==> config.mk <==
export PLATFORM = sky130hd
export DESIGN_NAME = pmem_arbiter_flat
export DESIGN_NICKNAME = d
export VERILOG_FILES = /design/src/rtl/pmem_arbiter_if.sv /design/src/rtl/pmem_arbiter.sv /design/src/flat_wrapper.sv
export SDC_FILE = /design/constraint.sdc
export NUM_CORES = 1
export LEC_CHECK = 0
export ABC_CLOCK_PERIOD_IN_PS = 2140
export BUFFER_PORTS_ARGS = -buffer_cell sky130_fd_sc_hd__clkbuf_2
export CAP_MARGIN = 10
export CORE_AREA = 4 4 643 645
export CTS_CLUSTER_SIZE = 30
export DETAILED_ROUTE_END_ITERATION = 12
export DIE_AREA = 0 0 647 649
export PLACE_DENSITY = 0.31
export SETUP_SLACK_MARGIN = 0.5
export SLEW_MARGIN = 20
export SYNTH_ARGS = -nofsm -noshare
export SYNTH_HDL_FRONTEND = slang
export SYNTH_SLANG_ARGS = --single-unit
==> constraint.sdc <==
create_clock -name clk -period 2.14 [get_ports clk]
set_input_delay 0.428 -clock clk [delete_from_list [all_inputs] [get_ports clk]]
set_output_delay 0.428 -clock clk [all_outputs]
set_load 0.03 [all_outputs]
==> src/rtl/pmem_arbiter_if.sv <==
// Line-granular memory port: one requester (master) issues read/write of a whole
// cache line and waits for resp; the responder (slave) returns rdata with resp.
interface pmem_arbiter_if #(
    parameter int ADDR_W = 32,
    parameter int LINE_W = 256
);
    logic              read;
    logic              write;
    logic [ADDR_W-1:0] address;
    logic [LINE_W-1:0] wdata;
    logic [LINE_W-1:0] rdata;
    logic              resp;

    modport master (output read, write, address, wdata, input rdata, resp);
    modport slave  (input read, write, address, wdata, output rdata, resp);
endinterface

==> src/rtl/pmem_arbiter.sv <==
// Round-robin arbiter sharing one pmem line port between I-cache and D-cache misses,
// one latched transaction at a time, with a sticky bus-stall watchdog.
module pmem_arbiter #(
    parameter int ADDR_W = 32,
    parameter int LINE_W = 256,
    parameter int TMO_W  = 10
) (
    input  logic           clk,
    input  logic           rst,
    pmem_arbiter_if.slave  i_mem,
    pmem_arbiter_if.slave  d_mem,
    pmem_arbiter_if.master pmem,
    output logic           timeout_err
);
    typedef enum logic [1:0] {IDLE, SERVE, RELEASE} state_t;
    typedef enum logic {OWN_I, OWN_D} owner_t;

    state_t           state;
    owner_t           owner;
    owner_t           last_grant;
    owner_t           grant;
    logic [TMO_W-1:0] cnt;
    logic [TMO_W-1:0] cnt_next;
    logic             req_i;
    logic             req_d;
    logic             sel_read;
    logic             sel_write;
    logic [ADDR_W-1:0] sel_address;
    logic [LINE_W-1:0] sel_wdata;
    logic             serve_resp;

    assign req_i    = i_mem.read | i_mem.write;
    assign req_d    = d_mem.read | d_mem.write;
    assign cnt_next = cnt + TMO_W'(1);

    always_comb begin
        grant = OWN_I;
        if (req_d && (!req_i || last_grant == OWN_I))
            grant = OWN_D;
        sel_read    = i_mem.read;
        sel_write   = i_mem.write;
        sel_address = i_mem.address;
        sel_wdata   = i_mem.wdata;
        if (grant == OWN_D) begin
            sel_read    = d_mem.read;
            sel_write   = d_mem.write;
            sel_address = d_mem.address;
            sel_wdata   = d_mem.wdata;
        end
    end

    // Gated by rst so a reset cycle that coincides with pmem_resp never completes a request.
    assign serve_resp  = (state == SERVE) && pmem.resp && rst;
    assign i_mem.resp  = serve_resp && (owner == OWN_I);
    assign d_mem.resp  = serve_resp && (owner == OWN_D);
    assign i_mem.rdata = pmem.rdata;
    assign d_mem.rdata = pmem.rdata;

    always_ff @(posedge clk) begin
        if (!rst) begin
            state        <= IDLE;
            owner        <= OWN_I;
            last_grant   <= OWN_D;
            pmem.read    <= 1'b0;
            pmem.write   <= 1'b0;
            pmem.address <= '0;
            pmem.wdata   <= '0;
            cnt          <= '0;
            timeout_err  <= 1'b0;
        end else begin
            case (state)
                IDLE: begin
                    if (req_i || req_d) begin
                        owner        <= grant;
                        last_grant   <= grant;
                        pmem.address <= sel_address;
                        pmem.wdata   <= sel_wdata;
                        pmem.write   <= sel_write;
                        pmem.read    <= sel_read & ~sel_write;
                        cnt          <= '0;
                        state        <= SERVE;
                    end
                end
                SERVE: begin
                    if (pmem.resp) begin
                        pmem.read  <= 1'b0;
                        pmem.write <= 1'b0;
                        cnt        <= '0;
                        state      <= RELEASE;
                    end else if (cnt != '1) begin
                        // Flag fires on the edge where the count first reaches all-ones.
                        cnt <= cnt_next;
                        if (&cnt_next)
                            timeout_err <= 1'b1;
                    end
                end
                RELEASE: state <= IDLE;
                default: state <= IDLE;
            endcase
        end
    end
endmodule

==> src/flat_wrapper.sv <==
// flat-port wrapper written by rule: the top's interface ports become plain ports
module pmem_arbiter_flat 
#(
    parameter int ADDR_W = 32,
    parameter int LINE_W = 256,
    parameter int TMO_W  = 10
)
  (clk, rst, timeout_err, i_mem_read, i_mem_write, i_mem_address, i_mem_wdata, i_mem_rdata, i_mem_resp, d_mem_read, d_mem_write, d_mem_address, d_mem_wdata, d_mem_rdata, d_mem_resp, pmem_read, pmem_write, pmem_address, pmem_wdata, pmem_rdata, pmem_resp);
  pmem_arbiter_if #(.ADDR_W(ADDR_W), .LINE_W(LINE_W)) i_mem_i ();
  pmem_arbiter_if #(.ADDR_W(ADDR_W), .LINE_W(LINE_W)) d_mem_i ();
  pmem_arbiter_if #(.ADDR_W(ADDR_W), .LINE_W(LINE_W)) pmem_i ();
  input  logic clk;
  input  logic rst;
  output logic timeout_err;
  input wire logic [$bits(i_mem_i.read)-1:0] i_mem_read;
  input wire logic [$bits(i_mem_i.write)-1:0] i_mem_write;
  input wire logic [$bits(i_mem_i.address)-1:0] i_mem_address;
  input wire logic [$bits(i_mem_i.wdata)-1:0] i_mem_wdata;
  output wire logic [$bits(i_mem_i.rdata)-1:0] i_mem_rdata;
  output wire logic [$bits(i_mem_i.resp)-1:0] i_mem_resp;
  input wire logic [$bits(d_mem_i.read)-1:0] d_mem_read;
  input wire logic [$bits(d_mem_i.write)-1:0] d_mem_write;
  input wire logic [$bits(d_mem_i.address)-1:0] d_mem_address;
  input wire logic [$bits(d_mem_i.wdata)-1:0] d_mem_wdata;
  output wire logic [$bits(d_mem_i.rdata)-1:0] d_mem_rdata;
  output wire logic [$bits(d_mem_i.resp)-1:0] d_mem_resp;
  output wire logic [$bits(pmem_i.read)-1:0] pmem_read;
  output wire logic [$bits(pmem_i.write)-1:0] pmem_write;
  output wire logic [$bits(pmem_i.address)-1:0] pmem_address;
  output wire logic [$bits(pmem_i.wdata)-1:0] pmem_wdata;
  input wire logic [$bits(pmem_i.rdata)-1:0] pmem_rdata;
  input wire logic [$bits(pmem_i.resp)-1:0] pmem_resp;
  assign i_mem_i.read = i_mem_read;
  assign i_mem_i.write = i_mem_write;
  assign i_mem_i.address = i_mem_address;
  assign i_mem_i.wdata = i_mem_wdata;
  assign i_mem_rdata = i_mem_i.rdata;
  assign i_mem_resp = i_mem_i.resp;
  assign d_mem_i.read = d_mem_read;
  assign d_mem_i.write = d_mem_write;
  assign d_mem_i.address = d_mem_address;
  assign d_mem_i.wdata = d_mem_wdata;
  assign d_mem_rdata = d_mem_i.rdata;
  assign d_mem_resp = d_mem_i.resp;
  assign pmem_read = pmem_i.read;
  assign pmem_write = pmem_i.write;
  assign pmem_address = pmem_i.address;
  assign pmem_wdata = pmem_i.wdata;
  assign pmem_i.rdata = pmem_rdata;
  assign pmem_i.resp = pmem_resp;
  pmem_arbiter #(.ADDR_W(ADDR_W), .LINE_W(LINE_W), .TMO_W(TMO_W)) u_core (.clk(clk), .rst(rst), .i_mem(i_mem_i), .d_mem(d_mem_i), .pmem(pmem_i), .timeout_err(timeout_err));
endmodule
==> results by group <==
Run status
  • Outcome: complete, no violations

GRT
  • First-pass GRT wire length: 283000 microns
  • Remaining Overflow, GRT: 0
  • GR peak layer: met2
  • M2 GR Usage: 19.9%
  • Antenna violations before repair: 18
  • Met3 GRT Util: 6.86%
  • Vias in the first global route: 21.6k
  • GR Util met1: 8.48%
  • Gr usage total: 10.7%
  • Pin count of the biggest net entering global routing: 55

Placement
  • DP HPWL: 201000 microns
  • DP Cell Count: 8009
  • GP Congestion: 0.863
  • Buffers on Ports: 875

Clock network
  • Root Buffer: clkbuf_16
  • Sink Count: 305
  • Clock latency on the worst-skew pair: 0.66 ns
  • CTS max path bufs: 3
  • Num CTS Buffers: 46
  • CTS tree: built
  • CTS clk-pin slew, worst paths: 0.05 ns
  • H-tree levels: 2

Route
  • Routed wire length: 240000 microns
  • Via/cell ratio: 2.44
  • WL per Instance: 27.3 microns
  • Final ANT Viol Nets: 0
  • Via count: 21.5k
  • 1st-iter DRT viols: 1357
  • DRC: 0
  • 1st-pass router iterations: 5

Synth
  • Largest cells by area after synthesis: dfxtp_1 (32%), a311oi_2 (23%), buf_4 (20%)
  • Syn Inst Count: 2240
  • EDFF count, synth: 0
  • Register area share after synthesis: 32.1%
  • FFs w/ async S/R, synth: 0%
  • Yosys top cell by area: dfxtp_1
  • Synth Cell Area: 19000 sq um
  • Synth top area share: 32.1%
  • Avg Cell Area, Syn: 8.50 sq um
  • Unique cell type count in the Yosys netlist: 40
  • Post-Syn Nets: 3080
  • Primary FF master, synth: dfxtp_1
  • Yosys reg bits: 305
  • Yosys warning total: 0

Die
  • Cell Rows: 235
  • Die span in x: 647 microns
  • Die area: 420000 sq um
  • I/O Pins: 1644
  • Core area: 408000 sq um
  • Initial core utilization: 4.67%
  • Die Height: 649 microns

Power and ir drop
  • Clock share of power: 28.4%
  • Overall power: 28.3 mW
  • PD cells: 683 nW/um^2
  • Int Power: 17.3 mW
  • VDD IR max: 0.503 mV
  • Sw Ratio: 38.7%
  • Comb power frac: 46.2%
  • Seq pwr share: 25.4%
  • Switching pwr: 10.9 mW
  • Leak: 16.3 nW

Min path
  • HP Class: in2reg
  • Hold wc startpoint: i_mem_wdata[184]

Layout
  • Commonest non-fill, non-tap cells in the layout: clkbuf_2 (761), dlygate4sd3_1 (452), nand2_1 (415), a311oi_2 (288), nor2_1 (266)
  • Most common cell after layout, fill and taps aside: clkbuf_2
  • Non-Filler Instances: 8798
  • # nets final: 4153
  • P&R area growth vs syn: 117%
  • Fillers: 47.3k
  • Share of post-route cells with drive strength above 1: 58.1%

STA
  • Minimum clock period: 2.08 ns
  • Slew headroom: 70.9%
  • Final setup violation count: 0
  • Slew Viols, Final: 0
  • Tcrit/Tclk final: 97.2%
  • Setup_tns: 0 ns
  • Hold Vio Cnt, Final: 0
  • RSZ-0062 raised after global routing: yes
  • Clk_skew: 0.0444 ns
  • Worst-Margin Slew: 0.438 ns
  • Max Fclk: 481 MHz

Setup path
  • Worst path slowest cell: dfxtp_2
  • Critical path origin: u_core.state[1]$_SDFFE_PN0P_
  • Crit Path Class: reg2out
  • Worst EP arrival: 1.65 ns
  • Critical Path RT: 1.71 ns
  • Crit path cell chain: and3b_2 -> and2_4 -> nor2b_4 -> buf_8
  • CP peak stage delay: 0.31 ns
  • Critical Path Start Type: flop
  • Worst-path fanout max: 3
  • Worst Setup End Kind: primary output
  • Worst r2r src: u_core.last_grant$_SDFFE_PN1P_

Job
  • Max-cap violation count: 0
critical path: cells and delay by family (launching register included):
family	cells	cell delay (ns)
flops	1	0.31
buf+inv	1	0.15
simple gates	3	0.57
through the flow:
step | area [sq um] | setup slack [ns] | util (%) | hold slack (ns)
after floorplan | 19200 | 0.232 | - | 0.445
after global placement | 27200 | -0.131 | 6.67 | 0.463
after detailed placement | 27200 | -0.129 | 6.67 | 0.466
after CTS | 38500 | -0.0874 | 9.42 | 0.000178
after global routing | 41400 | -0.0374 | 10.1 | 0.0107
final | 41400 | 0.0600 | 10.1 | 0.0639
synthesized netlist by cell type, types with 3 or more instances:
cell type,n
nand2_1,591
buf_4,512
dfxtp_1,305
nor2_1,294
a311oi_2,288
clkbuf_1,122
buf_6,34
a21oi_1,11
buf_2,8
o21ai_0,8
nand3_1,6
o211ai_1,5
a311oi_1,4
a31oi_1,4
buf_1,4
nand2b_1,4
and3_1,3
inv_1,3
mux2i_1,3
flip-flops by register name, indices dropped and copies added, names as in the netlist:
name and cells:
u_core.pmem.wdata 256, u_core.pmem.read 1, u_core.pmem.write 1, u_core.state 2, u_core.owner 1, u_core.last_grant 1
u_core.cnt 10, u_core.pmem.address 32, u_core.timeout_err 1
cell type report:
| cell class | instances | area [sq um] | share of cell area (%) |
|---|---|---|---|
| Antenna cell | 1 | 2.50 | 0.00604 |
| Sequential cell | 305 | 6360 | 15.4 |
| Multi-Input combinational cell | 1253 | 9410 | 22.7 |
| Clock inverter | 9 | 141 | 0.341 |
| Inverter | 3 | 18.8 | 0.0453 |
| Timing Repair Buffer | 1704 | 17300 | 41.7 |
| Tap cell | 5451 | 6820 | 16.5 |
| Clock buffer | 72 | 1380 | 3.33 |
power by group through the flow:
stage               Combinational [mW]  Clock, mW  Sequential (mW)
floorplan                         4.75          0             8.30
global placement                  8.39          0             7.11
detailed placement                8.42          0             7.12
CTS                               11.9       8.41             7.17
global route                      13.7       8.56             7.25
finish                            13.1       8.02             7.19
path summary, 6_finish.rpt:
check | end | slack (ns) | cells after the start
setup / recovery | i_mem_resp | 0.06 | 4
hold reg to reg | u_core.pmem.read$_SDFFE_PN0P_ | 0.48 | 2
setup reg to reg | u_core.pmem.wdata[47]$_SDFFE_PN0P_ | 0.22 | 10
hold / removal | u_core.pmem.wdata[184]$_SDFFE_PN0P_ | 0.06 | 3
cell families after synthesis:
| logic type | Yosys count | share of synthesized area [%] |
|---|---|---|
| AO/OA/AOI/OAI | 331 | 24.2 |
| AND/OR/NAND/NOR | 915 | 18.5 |
| flip-flops | 305 | 32.1 |
| buffers and inverters | 683 | 24.9 |
| adder cells (fa/ha/maj) | 1 | 0.0657 |
| multiplexers | 3 | 0.158 |
| XOR/XNOR | 2 | 0.0920 |
routing by layer:
metal / routed length (microns) / part of all wire, %
met5: 561 / 0.23
met4: 12900 / 5.4
met3: 34200 / 14
met2: 126000 / 52
met1: 66900 / 28
what timing repair did:
item                                    4_1_cts  5_1_grt
hold buffers                                452        0
hold endpoints to repair                    263        0
resized for setup                           684      342
endpoints found under the setup margin      590      595
buffers inserted                             85       77
gates cloned                                 51       42
pin swaps                                    86      210
Note: power is estimated with default switching activity, not from simulation.
